<file path="config.mk">
export PLATFORM = sky130hd
export DESIGN_NAME = ramsp_rdwr_arb
export DESIGN_NICKNAME = d
export VERILOG_FILES = /design/src/rtl/ramsp_rdwr_arb.sv
export SDC_FILE = /design/constraint.sdc
export NUM_CORES = 1
export LEC_CHECK = 0
export CORE_AREA = 4 4 132 134
export CTS_CLUSTER_SIZE = 30
export DETAILED_ROUTE_END_ITERATION = 8
export DIE_AREA = 0 0 136 138
export PLACE_DENSITY = 0.91
export SLEW_MARGIN = 40
export SYNTH_ARGS = -nofsm -noshare
export SYNTH_HDL_FRONTEND = slang
export SYNTH_SLANG_ARGS = --single-unit
</file>
<file path="constraint.sdc">
create_clock -name clk -period 15.9 [get_ports clk]
set_clock_uncertainty 0.05 [all_clocks]
set_input_delay 2.385 -clock clk [delete_from_list [all_inputs] [get_ports clk]]
set_output_delay 2.385 -clock clk [all_outputs]
set_load 0.02 [all_outputs]
</file>
<file path="src/rtl/ramsp_rdwr_arb.sv">
// Single-port RAM access controller: posted 2-entry write buffer,
// read priority with write-starvation limit and read-after-write forwarding.
module ramsp_rdwr_arb #(
  parameter int ADDRBIT   = 11,
  parameter int WIDTH     = 32,
  parameter int WR_STARVE = 4
) (
  input  logic               clk,
  input  logic               rst,
  input  logic               test,
  input  logic               wr_req,
  input  logic [ADDRBIT-1:0] wr_addr,
  input  logic [WIDTH-1:0]   wr_data,
  output logic               wr_rdy,
  input  logic               rd_req,
  input  logic [ADDRBIT-1:0] rd_addr,
  output logic               rd_rdy,
  output logic               rd_vld,
  output logic [WIDTH-1:0]   rd_data,
  output logic               wbuf_empty,
  output logic [ADDRBIT-1:0] ram_a,
  output logic               ram_we,
  output logic               ram_re,
  output logic [WIDTH-1:0]   ram_di,
  input  logic [WIDTH-1:0]   ram_do,
  output logic               ram_test,
  output logic               ram_mask
);

  localparam logic [3:0] STARVE_MAX = 4'(WR_STARVE);

  logic [ADDRBIT-1:0] r_addr [2];
  logic [WIDTH-1:0]   r_data [2];
  logic               r_head;
  logic [1:0]         r_cnt;
  logic [3:0]         r_starve;
  logic               r_rd_vld;
  logic               r_fwd_hit;
  logic [WIDTH-1:0]   r_fwd_data;
  logic [WIDTH-1:0]   r_rd_hold;

  logic               w_empty;
  logic               w_full;
  logic               w_force;
  logic               w_rd_go;
  logic               w_wr_go;
  logic               w_push;
  logic               w_tail;
  logic               w_new;
  logic               w_hit_new;
  logic               w_hit_old;
  logic [WIDTH-1:0]   w_fwd_data;

  assign w_empty = (r_cnt == 2'd0);
  assign w_full  = (r_cnt == 2'd2);
  assign w_force = (r_starve == STARVE_MAX)
                 & !w_empty;

  // A read only loses to a forced write;
  // a write goes when forced or when idle.
  assign w_rd_go = !test & !w_force & rd_req;
  assign w_wr_go = !test & !w_empty
                 & (w_force | !rd_req);

  assign wr_rdy = !test & !w_full;
  assign rd_rdy = !test & !w_force;
  assign w_push = wr_req & wr_rdy;

  // Free slot sits one past head when one
  // entry is held, at head when empty.
  assign w_tail = r_head ^ r_cnt[0];
  assign w_new  = r_head ^ w_full;

  // Newest matching entry wins forwarding.
  assign w_hit_new = !w_empty
                   & (r_addr[w_new] == rd_addr);
  assign w_hit_old = w_full
                   & (r_addr[r_head] == rd_addr);
  assign w_fwd_data = w_hit_new ? r_data[w_new]
                                : r_data[r_head];

  assign wbuf_empty = w_empty;
  assign ram_test   = test;
  assign ram_mask   = 1'b0;
  assign rd_vld     = r_rd_vld;
  assign rd_data    = !r_rd_vld  ? r_rd_hold  :
                      r_fwd_hit  ? r_fwd_data :
                                   ram_do;

  // Drive RAM pins for the winning access.
  always_comb begin
    ram_we = 1'b0;
    ram_re = 1'b0;
    ram_a  = '0;
    ram_di = '0;
    unique case (1'b1)
      w_wr_go: begin
        ram_we = 1'b1;
        ram_a  = r_addr[r_head];
        ram_di = r_data[r_head];
      end
      w_rd_go: begin
        ram_re = 1'b1;
        ram_a  = rd_addr;
      end
      default: ;
    endcase
  end

  // Write buffer storage, head and occupancy.
  always_ff @(posedge clk or posedge rst) begin
    if (rst) begin
      r_head <= 1'b0;
      r_cnt  <= 2'd0;
      for (int i = 0; i < 2; i++) begin
        r_addr[i] <= '0;
        r_data[i] <= '0;
      end
    end else begin
      if (w_push) begin
        r_addr[w_tail] <= wr_addr;
        r_data[w_tail] <= wr_data;
      end
      if (w_wr_go)
        r_head <= ~r_head;
      case ({w_push, w_wr_go})
        2'b10:   r_cnt <= r_cnt + 2'd1;
        2'b01:   r_cnt <= r_cnt - 2'd1;
        default: r_cnt <= r_cnt;
      endcase
    end
  end

  // Count cycles a pending write is held off.
  always_ff @(posedge clk or posedge rst) begin
    if (rst)
      r_starve <= 4'd0;
    else if (test)
      r_starve <= r_starve;
    else if (w_wr_go | w_empty)
      r_starve <= 4'd0;
    else if (r_starve != STARVE_MAX)
      r_starve <= r_starve + 4'd1;
  end

  // Read return: valid flag, forward capture,
  // and held data between reads.
  always_ff @(posedge clk or posedge rst) begin
    if (rst) begin
      r_rd_vld   <= 1'b0;
      r_fwd_hit  <= 1'b0;
      r_fwd_data <= '0;
      r_rd_hold  <= '0;
    end else begin
      r_rd_vld <= w_rd_go;
      if (w_rd_go) begin
        r_fwd_hit  <= w_hit_new | w_hit_old;
        r_fwd_data <= w_fwd_data;
      end
      if (r_rd_vld)
        r_rd_hold <= rd_data;
    end
  end

endmodule

</file>
==> key figures <==
Yosys
  – Post-synth top area share: 43.84%
  – Synth Warn #: 0
  – Average cell area after synthesis: 10.79 µm²
  – #FFs+latches synth: 159
  – Yosys cell types: 55
  – EDFF count, synth: 0
  – Cells after synthesis: 841
  – Mapped Nets: ~940
  – Synthesized area: 9075 µm²
  – Commonest cells post-synth: 159 x dfrtp_1, 91 x mux2_2, 78 x a21oi_1
  – Top FF cell, synth: dfrtp_1
  – Sequential area share after synthesis: 43.84%
  – Most numerous cell in the Yosys netlist: dfrtp_1
  – Leading area contributor after synthesis: dfrtp_1
  – Synth top area cells: dfrtp_1 44%, mux2_2 11%, mux2i_1 7.5%, a2111oi_2 4.8%, a21oi_1 4.3%
  – Async S/R FF share, synth: 100.0%

Critical path
  – R2R depth: 9
  – Crit-path max FO: 69
  – Crit path DAT: 5.12 ns
  – WP data required: 13.47 ns
  – Startpoint Class: primary input
  – Worst setup EP type: output pin
  – Reg-to-reg slack, setup: ~12 ns
  – Setup Crit Path Kind: in -> out

CTS
  – Bufs on Longest Clock Path: 2
  – Post-CTS Setup Inserts: 0
  – Root buffer cell: clkbuf_16
  – Clock buffer count from CTS: 17
  – TritonCTS clock tree: done
  – Hold buffers post-CTS: 0
  – Clock Latency Late Sink: 0.42 ns
  – Clock Pin Slew Worst Setup and Hold Paths: 0.06 ns
  – H-tree levels: 4
  – CTS resizes: 0
  – CTS Sinks: 159

Placed design
  – # port buffers: 172
  – Detailed Place HPWL: between 15000 and 20000 µm
  – Final GP Congestion: 0.8503

STA
  – Final Cycle Share: 47.54%
  – Rel. slew slack: 47.52%
  – Final Setup Violations: 0
  – Final hold vios: 0
  – Final worst path period need: between 7 and 8 ns
  – RSZ-0062 raised after global routing: no
  – Slew Limit Fails: 0
  – Setup_tns: 0 ns
  – Worst-Margin Slew: around 0.79 ns
  – Fmax: 132.3 MHz

Worst hold path
  – Hold path depth: 2
  – Min-delay worst type: reg -> reg

Route
  – Via count: 7091
  – Number of remaining DRC errors: 0
  – WL final: 24150 µm
  – Wire per inst: 20.03 µm
  – Detailed router's first-iteration violation count: 427
  – Via-per-instance ratio: approximately 6
  – Number of routed nets with antenna violations: 0
  – TritonRoute pass-1 iters: 5

Floorplanning
  – Height of the die: 138 µm
  – Initial Utilization: 55.71%
  – I/O pin count: 174
  – Core footprint: approximately 16000 µm²
  – Row count: 47
  – Die footprint: 18770 µm²
  – Die width: 136 µm

Global route
  – Total track usage: around a quarter
  – Gr ovfl total: 0
  – Initial antenna violation count: 2
  – Global-route wire length before repair: 39010 µm
  – Vias in the first global route: 7224
  – Largest net degree at the start of global routing: 111

Outcome
  – Outcome: finished clean

Run
  – Max-cap violations: 0

Power and ir drop
  – Leakage: 4.626 nW
  – Power per Cell Area: approximately 200 nW/µm²
  – Worst vdd ir: 0.1520 mV

Finish
  – Fraction of layout cells with a size suffix above 1: between 20% and 30%
  – Final nets: 1067
  – Filler instances: 1203
  – Fin util: 70.50%
  – # diodes: 0
  – Area grow syn2layout: 26.54%
## stage by stage
stage | instance area [µm²] | power, W | hold slack [ns] | setup slack, ns | cells
finish | 11480 | 0.002270 | 0.4448 | 8.341 | 1206
global route | 11480 | 0.002403 | 0.4614 | 8.181 | 1206
CTS | 11470 | 0.002273 | 0.4461 | 8.347 | 1206
detailed placement | 10860 | 0.001840 | 0.4325 | 8.364 | 1174
global placement | 10820 | 0.001793 | 0.4175 | 8.107 | 1173
floorplan | 9075 | 0.001513 | 0.3918 | 9.173 | 841
## worst max-delay path: stages
cell and delay, ns:
clkdlybuf4s50_1 0.67, nor2_1 0.19, nand2_8 0.46, clkinv_1 0.51, nand2_1 0.19, o21ai_0 0.13
clkdlybuf4s50_1 0.59
## cell usage in the layout, fill, tap and decap left out, types with 4 or more instances in the layout
cell type,n
a2111oi_2,29
a21boi_1,25
a21oi_1,78
a31oi_1,5
and2_1,6
and3_1,8
buf_4,8
clkbuf_16,17
clkdlybuf4s50_1,172
clkinv_4,5
dfrtp_1,156
inv_1,6
inv_6,4
mux2_2,91
mux2i_1,68
nand2_1,51
nand2b_1,6
nor2_1,76
nor2b_1,38
o21ai_0,21
o31ai_2,29
xnor2_1,16
xor2_1,5
## final timing paths
check,start,endpoint
setup / recovery,test,ram_a[4]
setup reg to reg,r_head,r_fwd_data[16]
min in group asynchronous,rst,r_rd_hold[13]
hold reg to reg,r_fwd_data[13],r_fwd_data[13]
max in group asynchronous,rst,r_head
hold / removal,r_fwd_data[13],r_fwd_data[13]
## routing by layer
layer / GRT usage, % / wire length [µm] / up-vias
met5: 0 / 20 / -
met4: 7.958 / 435 / 4
met3: 5.959 / 1407 / 38
met2: 43.65 / 12190 / 229
met1: 33.99 / 10100 / 3533
li1: - / - / 3287
## cell type report
cell class	instances	area (µm²)	area share (%)
clock buffers	17	425.4	3.705
repair buffers	183	1824	15.89
flip-flops and latches	159	3988	34.72
inverters	8	42.54	0.3705
well taps	220	275.3	2.397
clock inverters	15	186.4	1.623
multi-input cells	604	4742	41.29
## registers in the layout (all words and copies together) (netlist names)
register	flops
r_data	64
r_rd_hold	32
r_fwd_hit	1
rd_vld	1
r_addr	22
r_fwd_data	32
r_starve	4
r_head	1
r_cnt	2
## report_power, final
part | internal (W) | switching (W) | leakage (nW)
logic | 0.000493 | 0.000589 | 2.44
registers | 0.000587 | 0.000178 | 1.89
clock network | 0.000250 | 0.000173 | 0.299
## cells by family after synthesis
family | count (synthesis) | share of synthesized area [%]
AO/OA/AOI/OAI | 207 | 18.67
XOR/XNOR | 22 | 2.206
buffers and inverters | 78 | 4.426
adder cells (fa/ha/maj) | 3 | 0.4137
AND/OR/NAND/NOR | 212 | 11.61
flip-flops | 159 | 43.84
multiplexers | 159 | 18.79
other | 1 | 0.04132
(Power assumes the default switching activity.)
